## src/rtl/fft_pkg.sv

```systemverilog
// Shared FFT datapath types: 16-bit signed complex samples and Q1.15 twiddles.
// Also holds the saturating narrowing used on butterfly outputs.
package fft_pkg;

  localparam int DATA_W  = 16;
  localparam int TW_FRAC = 15;

  typedef struct packed {
    logic signed [DATA_W-1:0] re;
    logic signed [DATA_W-1:0] im;
  } cplx_t;

  function automatic logic signed [DATA_W-1:0] sat16(input logic signed [17:0] x);
    if (x > 18'sd32767)
      return 16'sh7FFF;
    else if (x < -18'sd32768)
      return 16'sh8000;
    else
      return x[DATA_W-1:0];
  endfunction

endpackage

```

## src/rtl/butterfly_unit_if.sv

```systemverilog
// Operand/result bundle between the FFT stage controller and the butterfly.
// Producer-driven valid only; the consumer takes every result, no ready path.
interface butterfly_unit_if;

  logic            in_valid;
  fft_pkg::cplx_t  a_in;
  fft_pkg::cplx_t  b_in;
  fft_pkg::cplx_t  w_in;
  fft_pkg::cplx_t  a_out;
  fft_pkg::cplx_t  b_out;
  logic            out_valid;

  modport master (
    output in_valid, a_in, b_in, w_in,
    input  a_out, b_out, out_valid
  );

  modport slave (
    input  in_valid, a_in, b_in, w_in,
    output a_out, b_out, out_valid
  );

endinterface

```

## src/rtl/cmul_q15.sv

```systemverilog
// Complex B*W with Q1.15 twiddle, rounded half-up to 18 bits; 1-cycle latency.
// Free-running pipeline stage, no backpressure.
module cmul_q15
  import fft_pkg::*;
(
  input  logic               clk,
  input  logic               rst_n,
  input  cplx_t              b,
  input  cplx_t              w,
  output logic signed [17:0] t_re,
  output logic signed [17:0] t_im
);

  logic signed [31:0] m_rr, m_ii, m_ri, m_ir;
  logic signed [32:0] p_re_d, p_im_d;
  logic signed [32:0] p_re, p_im;

  always_comb begin
    m_rr   = 32'(b.re) * 32'(w.re);
    m_ii   = 32'(b.im) * 32'(w.im);
    m_ri   = 32'(b.re) * 32'(w.im);
    m_ir   = 32'(b.im) * 32'(w.re);
    p_re_d = 33'(m_rr) - 33'(m_ii);
    p_im_d = 33'(m_ri) + 33'(m_ir);
  end

  always_ff @(posedge clk or negedge rst_n) begin
    if (!rst_n) begin
      p_re <= '0;
      p_im <= '0;
    end else begin
      p_re <= p_re_d;
      p_im <= p_im_d;
    end
  end

  // Bias then arithmetic shift: ties round toward +inf, negatives floor.
  assign t_re = 18'((p_re + 33'sd16384) >>> TW_FRAC);
  assign t_im = 18'((p_im + 33'sd16384) >>> TW_FRAC);

endmodule

```

## src/rtl/butterfly_unit.sv

```systemverilog
// Radix-2 DIT butterfly A+W*B / A-W*B with saturation; 2-cycle latency, 1/cycle.
// No backpressure: every out_valid cycle must be consumed.
module butterfly_unit
  import fft_pkg::*;
(
  input  logic             clk,
  input  logic             rst_n,
  butterfly_unit_if.slave  bus
);

  logic signed [17:0] t_re, t_im;
  cplx_t              a_d;
  logic               vld_d;
  logic signed [17:0] sum_re, sum_im, dif_re, dif_im;

  cmul_q15 u_cmul (
    .clk   (clk),
    .rst_n (rst_n),
    .b     (bus.b_in),
    .w     (bus.w_in),
    .t_re  (t_re),
    .t_im  (t_im)
  );

  always_ff @(posedge clk or negedge rst_n) begin
    if (!rst_n) begin
      a_d   <= '0;
      vld_d <= 1'b0;
    end else begin
      a_d   <= bus.a_in;
      vld_d <= bus.in_valid;
    end
  end

  always_comb begin
    sum_re = 18'(a_d.re) + t_re;
    sum_im = 18'(a_d.im) + t_im;
    dif_re = 18'(a_d.re) - t_re;
    dif_im = 18'(a_d.im) - t_im;
  end

  always_ff @(posedge clk or negedge rst_n) begin
    if (!rst_n) begin
      bus.a_out     <= '0;
      bus.b_out     <= '0;
      bus.out_valid <= 1'b0;
    end else begin
      bus.a_out     <= '{re: sat16(sum_re), im: sat16(sum_im)};
      bus.b_out     <= '{re: sat16(dif_re), im: sat16(dif_im)};
      bus.out_valid <= vld_d;
    end
  end

endmodule

```

## src/flat_wrapper.sv

```systemverilog
// flat-port wrapper written by rule: the top's interface ports become plain ports
module butterfly_unit_flat import fft_pkg::*;
  (clk, rst_n, bus_in_valid, bus_a_in, bus_b_in, bus_w_in, bus_a_out, bus_b_out, bus_out_valid);
  butterfly_unit_if bus_i ();
  input  logic clk;
  input  logic rst_n;
  input wire logic [$bits(bus_i.in_valid)-1:0] bus_in_valid;
  input wire logic [$bits(bus_i.a_in)-1:0] bus_a_in;
  input wire logic [$bits(bus_i.b_in)-1:0] bus_b_in;
  input wire logic [$bits(bus_i.w_in)-1:0] bus_w_in;
  output wire logic [$bits(bus_i.a_out)-1:0] bus_a_out;
  output wire logic [$bits(bus_i.b_out)-1:0] bus_b_out;
  output wire logic [$bits(bus_i.out_valid)-1:0] bus_out_valid;
  assign bus_i.in_valid = bus_in_valid;
  assign bus_i.a_in = bus_a_in;
  assign bus_i.b_in = bus_b_in;
  assign bus_i.w_in = bus_w_in;
  assign bus_a_out = bus_i.a_out;
  assign bus_b_out = bus_i.b_out;
  assign bus_out_valid = bus_i.out_valid;
  butterfly_unit u_core (.clk(clk), .rst_n(rst_n), .bus(bus_i));
endmodule
```

## config.mk

```make
export PLATFORM = sky130hd
export DESIGN_NAME = butterfly_unit_flat
export DESIGN_NICKNAME = d
export VERILOG_FILES = /design/src/rtl/fft_pkg.sv /design/src/rtl/butterfly_unit_if.sv /design/src/rtl/cmul_q15.sv /design/src/rtl/butterfly_unit.sv /design/src/flat_wrapper.sv
export SDC_FILE = /design/constraint.sdc
export NUM_CORES = 2
export LEC_CHECK = 0
export CORE_ASPECT_RATIO = 1.2
export CORE_MARGIN = 3
export CORE_UTILIZATION = 60
export DETAILED_ROUTE_END_ITERATION = 6
export GPL_TIMING_DRIVEN = 1
export PLACE_DENSITY = 0.89
export SYNTH_ARGS = -nofsm -noshare
export SYNTH_HDL_FRONTEND = slang
export SYNTH_SLANG_ARGS = --single-unit
```

## constraint.sdc

```tcl
create_clock -name clk -period 4.5 [get_ports clk]
set_input_delay 1.125 -clock clk [delete_from_list [all_inputs] [get_ports clk]]
set_output_delay 1.125 -clock clk [all_outputs]
set_load 0.02 [all_outputs]
```

==> flow_summary.toml, run 1 <==
[floorplanning]
start_util_pct = 60.6
std_cell_rows = 112
die_width_microns = 262
io_pins = 164
die_h_microns = 313

[clocking]
numCtsBuffers = 17
cts_hold_buf = 0
clock-sinks = 136
ctsLongestPathBuffers = 2
cts_root_buf = "clkbuf_16"
htree_levels = 4

[status]
stop_error = "[ERROR GRT-0232] Routing congestion too high. Check the congestion heatmap in the GUI."
status = "aborted with a tool error"
lastStage = "5_1_grt"

[placement]
place_area_sq_mm = 0.0536
dp.cells = 6388
io_buffers = 163
gp_congestion = 0.933
dp_hpwl_microns = 105000

[yosys]
synth_area_sq_mm = 0.0472
yosysUniqueCellTypes = 74
postSynthAreaPerCell_sq_um = 9.49
synth_edf_count = 0
yosysSeqAreaShare_pct = 7.21
synthesis.nets = 6621
ys_async_sr_fraction_pct = 100
ys_seq_elements = 136
postSynthCellCount = 4974
synth_warnings = 0
ys.flop_type = "dfrtp_1"

[sta]
worstEndpointType = "register input"
grt_worst_setup_endpoint = "u_core.u_cmul.p_im[30]$_DFF_PN0_/D"

[global_routing]
grt_overflow = 134
grt_util_all_layers_pct = 66.6
grt_max_degree = 94
## metrics by stage
stage	hold WS [ps]	utilization [%]	TNS, ps	setup slack [ps]
4_1_cts	370	72.9	-108190	-3370
3_5_place_dp	346	68.8	-138170	-4140
3_3_place_gp	337	68.8	-132120	-3900
2_1_floorplan	331	-	-97860	-3150
## cell usage after synthesis (all sizes together) (2+ instances only)
| master | number | area [sq um] |
|---|---|---|
| inv | 1345 | 5050 |
| fa | 1176 | 23500 |
| nand2 | 515 | 1930 |
| and2 | 494 | 3090 |
| ha | 372 | 4650 |
| clkbuf | 197 | 739 |
| dfrtp | 136 | 3400 |
| nor2 | 130 | 488 |
| a21oi | 114 | 582 |
| xnor2 | 114 | 1030 |
| o21ai | 64 | 328 |
| xor2 | 54 | 480 |
| nand2b | 35 | 219 |
| nor3 | 27 | 140 |
| a21o | 25 | 189 |
| nand3 | 20 | 100 |
| and3 | 17 | 106 |
| o21a | 15 | 113 |
| buf | 14 | 85.1 |
| or3 | 11 | 68.8 |
| nand4 | 10 | 62.6 |
| a211oi | 7 | 67.6 |
| o211ai | 7 | 52.6 |
| or2 | 7 | 43.8 |
| a2111oi | 5 | 68.8 |
| nor2b | 5 | 33.8 |
| o31ai | 5 | 42.5 |
| a211o | 4 | 35.0 |
| nor4 | 4 | 25.0 |
| o21bai | 4 | 30.0 |
| a31o | 3 | 26.3 |
| a31oi | 3 | 18.8 |
| nor3b | 3 | 22.5 |
| nor4b | 3 | 26.3 |
| o211a | 3 | 30.0 |
| o41ai | 3 | 52.6 |
| or4 | 3 | 22.5 |
| a21boi | 2 | 15.0 |
| and4 | 2 | 20.0 |
| o22ai | 2 | 12.5 |
## kinds of logic after synthesis
kind of cell               Yosys count  share of synthesized area [%]
buffers and inverters             1556                           12.4
AOI/OAI and AO/OA                  276                           3.75
xor gates and xnor gates           168                           3.20
and+or+nand+nor                   1290                           13.6
adders and majority gates         1548                           59.8
DFF                                136                           7.21
## repair_timing
action | CTS
setup buffers | 155
resized for setup | 461
cloned | 20
setup endpoints to repair | 41
pin swaps | 191
## per-layer routing
layer | global-route usage (%) | GRT overflow
met5 | 49.4 | 0
met4 | 62.8 | 50
met1 | 62.6 | 7
met3 | 60.9 | 6
met2 | 78.6 | 71
==> run 2, diff against run 1 <==
--- a/config.mk
+++ b/config.mk
@@ -5,12 +5,11 @@
 export SDC_FILE = /design/constraint.sdc
 export NUM_CORES = 2
 export LEC_CHECK = 0
-export CORE_ASPECT_RATIO = 1.2
 export CORE_MARGIN = 3
-export CORE_UTILIZATION = 60
+export CORE_UTILIZATION = 40
 export DETAILED_ROUTE_END_ITERATION = 6
 export GPL_TIMING_DRIVEN = 1
-export PLACE_DENSITY = 0.89
+export PLACE_DENSITY_LB_ADDON = 0.15
 export SYNTH_ARGS = -nofsm -noshare
 export SYNTH_HDL_FRONTEND = slang
 export SYNTH_SLANG_ARGS = --single-unit
==> run 2 against run 1 <==
The flow now finishes, with violations (setup timing). Synthesized cell count unchanged. Synthesized area unchanged.
==> flow_summary.toml, run 2 <==
[status]
status = "finished with violations"
violations = "setup timing"

[yosys]
synth.top_cell.area_share_pct = 49.9
yosysSeqAreaShare_pct = 7.21
ys.flop_type = "dfrtp_1"
ys_async_sr_fraction_pct = 100
synth_area_sq_mm = 0.0472
yosys.area.top_type = "fa_1"
ys_seq_elements = 136
synth_warnings = 0
synth_most_common_cell = "inv_1"
synthTopCellsByArea = "fa_1, inv_1, ha_1"
synthesis.nets = 6621
postSynthCellCount = 4974
postSynthAreaPerCell_sq_um = 9.49
yosysUniqueCellTypes = 74
synth_edf_count = 0
synthTopCellsByCount = "inv_1, fa_1, nand2_1"

[final_layout]
fillers = 10900
final_cells = 7156
stdcell_area_sq_mm = 0.0594
syn2layout_area_growth_pct = 25.8
layout_common_cells = "inv_1, fa_1, nand2_1, buf_4, and2_1"
final_core_utilization_pct = 50.9
top_regs = "u_core.a_d: 32 flops, u_core.bus.a_out: 32 flops, u_core.bus.b_out: 32 flops"
final_layout_size_suffix_gt1_share_pct = 19.9
fin_nets = 7265
final_common_cell = "inv_1"

[sta]
maxSlewViolCount = 0
setup_viol = 38
period_minus_slack_ps = 7660
layout_setup_ws_ps = -3160
slew_headroom_pct = 34.3
worst_pin_slew_ps = 986
finalHoldViolCount = 0
rsz0062_at_grt = "yes"
fmax_ghz = 0.131
fin_crit_sh_pct = 170
fin_skew_ps = 9.13

[floorplanning]
die_width_microns = 349
start_util_pct = 40.4
io_pins = 164
core_sq_mm = 0.117
die_area_sq_mm = 0.122
die_h_microns = 349
std_cell_rows = 125

[run]
maxCapViolations = 0

[clocking]
cts_tree = "yes"
numCtsBuffers = 17
clk_pin_slew_ps = 60
clock_latency_ps = 500
htree_levels = 4
clock-sinks = 136
cts_root_buf = "clkbuf_16"
ctsLongestPathBuffers = 2
cts_hold_buf = 0

[route]
ant_nets = 0
via_per_inst = 4.78
drt_iter0_markers = 2279
dr.pass1.iters = 5
route.detailed.drc = 0
wl_per_cell_microns = 19.1
wl_microns = 137000
via_count = 34200

[placement]
dp_hpwl_microns = 103000
gp_congestion = 0.838
dp.cells = 6927
place_area_sq_mm = 0.0548
io_buffers = 163

[worst_setup_path]
crit_path_start_kind = "primary input"
cpMostUsedCell = "fa_1"
setup.worst_path.class = "primary input to flop"
cpPeakStageDelay_ps = 580
critical_path_arrival_ps = 8080
endpoint_kind = "flop"
required_ps = 4920
crit_slowest_cell = "fa_2"
critPathMaxFanout = 6

[global_routing]
grt_util_all_layers_pct = 23.5
antenna_found_initial = 8
grt_overflow = 0
grt_pass1_vias = 36600
grt_max_degree = 85
grt_pass1_wl_microns = 216000

[min_path]
holdCritPathClass = "flop to flop"
[run 2: cell counts after synthesis]
No cell type changed its count.
[run 2: repair_timing]
action,4_1_cts,5_1_grt
cloned,39,2
gates resized for setup,554,192
endpoints found under the hold margin,0,0
setup buffers,147,28
setup endpoints to repair,38,38
pin swaps,240,160
[run 2: final cells by class]
type / instances / area, sq um / area share (%)
multi-input cells: 3282 / 39200 / 66.0
repair buffers: 836 / 9170 / 15.5
inverters: 1345 / 5070 / 8.54
flip-flops and latches: 136 / 3400 / 5.73
well taps: 1524 / 1910 / 3.21
clock buffers: 22 / 474 / 0.799
clock inverters: 10 / 166 / 0.280
diodes: 1 / 2.50 / 0.00422
[run 2: logic make-up (layout without fill, tap and decap cells)]
logic type	after synthesis	in the layout	synth area share, %
other cells	0	1	0
xor+xnor	168	168	3.20
compound gates	276	276	3.75
flops	136	136	7.21
fa+ha+maj	1548	1548	59.8
buf+inv	1556	2213	12.4
simple gates	1290	1290	13.6
[run 2: per-layer routing]
metal  up-vias  wire length, microns  GRT usage, %
met3       120                  9210          4.07
met4         0                  3370          6.07
met5         -                     0             0
met2       887                 63000          36.8
met1     17600                 61100          33.9
li1      15600                     -             -
[run 2: worst max-delay path: cells and delay by family]
family / cells / cell delay (ps)
compound gates: 5 / 860
fa+ha+maj: 9 / 4290
buf+inv: 9 / 870
xor+xnor: 1 / 120
simple gates: 3 / 790
[run 2: through the flow]
step / worst slack [ps] / hold WS (ps) / TNS (ps)
after CTS: -3190 / 351 / -104890
after global placement: -4090 / 333 / -138800
after floorplan: -3150 / 331 / -97860
after detailed placement: -4150 / 337 / -139700
final: -3160 / 348 / -105300
after global routing: -3350 / 363 / -112860
[run 2: worst paths after layout]
path / start / endpoint / slack (ps) / cells past startpoint
max reg2reg: u_core.u_cmul.p_re[16]$_DFF_PN0_ / u_core.bus.a_out[18]$_DFF_PN0_ / 450 / 16
max in group asynchronous: rst_n / u_core.a_d[6]$_DFF_PN0_ / 2940 / 2
min in group asynchronous: rst_n / u_core.bus.b_out[0]$_DFF_PN0_ / 620 / 1
min reg2reg: u_core.vld_d$_DFF_PN0_ / u_core.bus.out_valid$_DFF_PN0_ / 350 / 0
max: bus_w_in[20] / u_core.u_cmul.p_re[32]$_DFF_PN0_ / -3160 / 27
min: u_core.vld_d$_DFF_PN0_ / u_core.bus.out_valid$_DFF_PN0_ / 350 / 0
Power of run 2 is not shown: default switching activity piles up to over one toggle a cycle in this logic, so the estimate is an artifact.
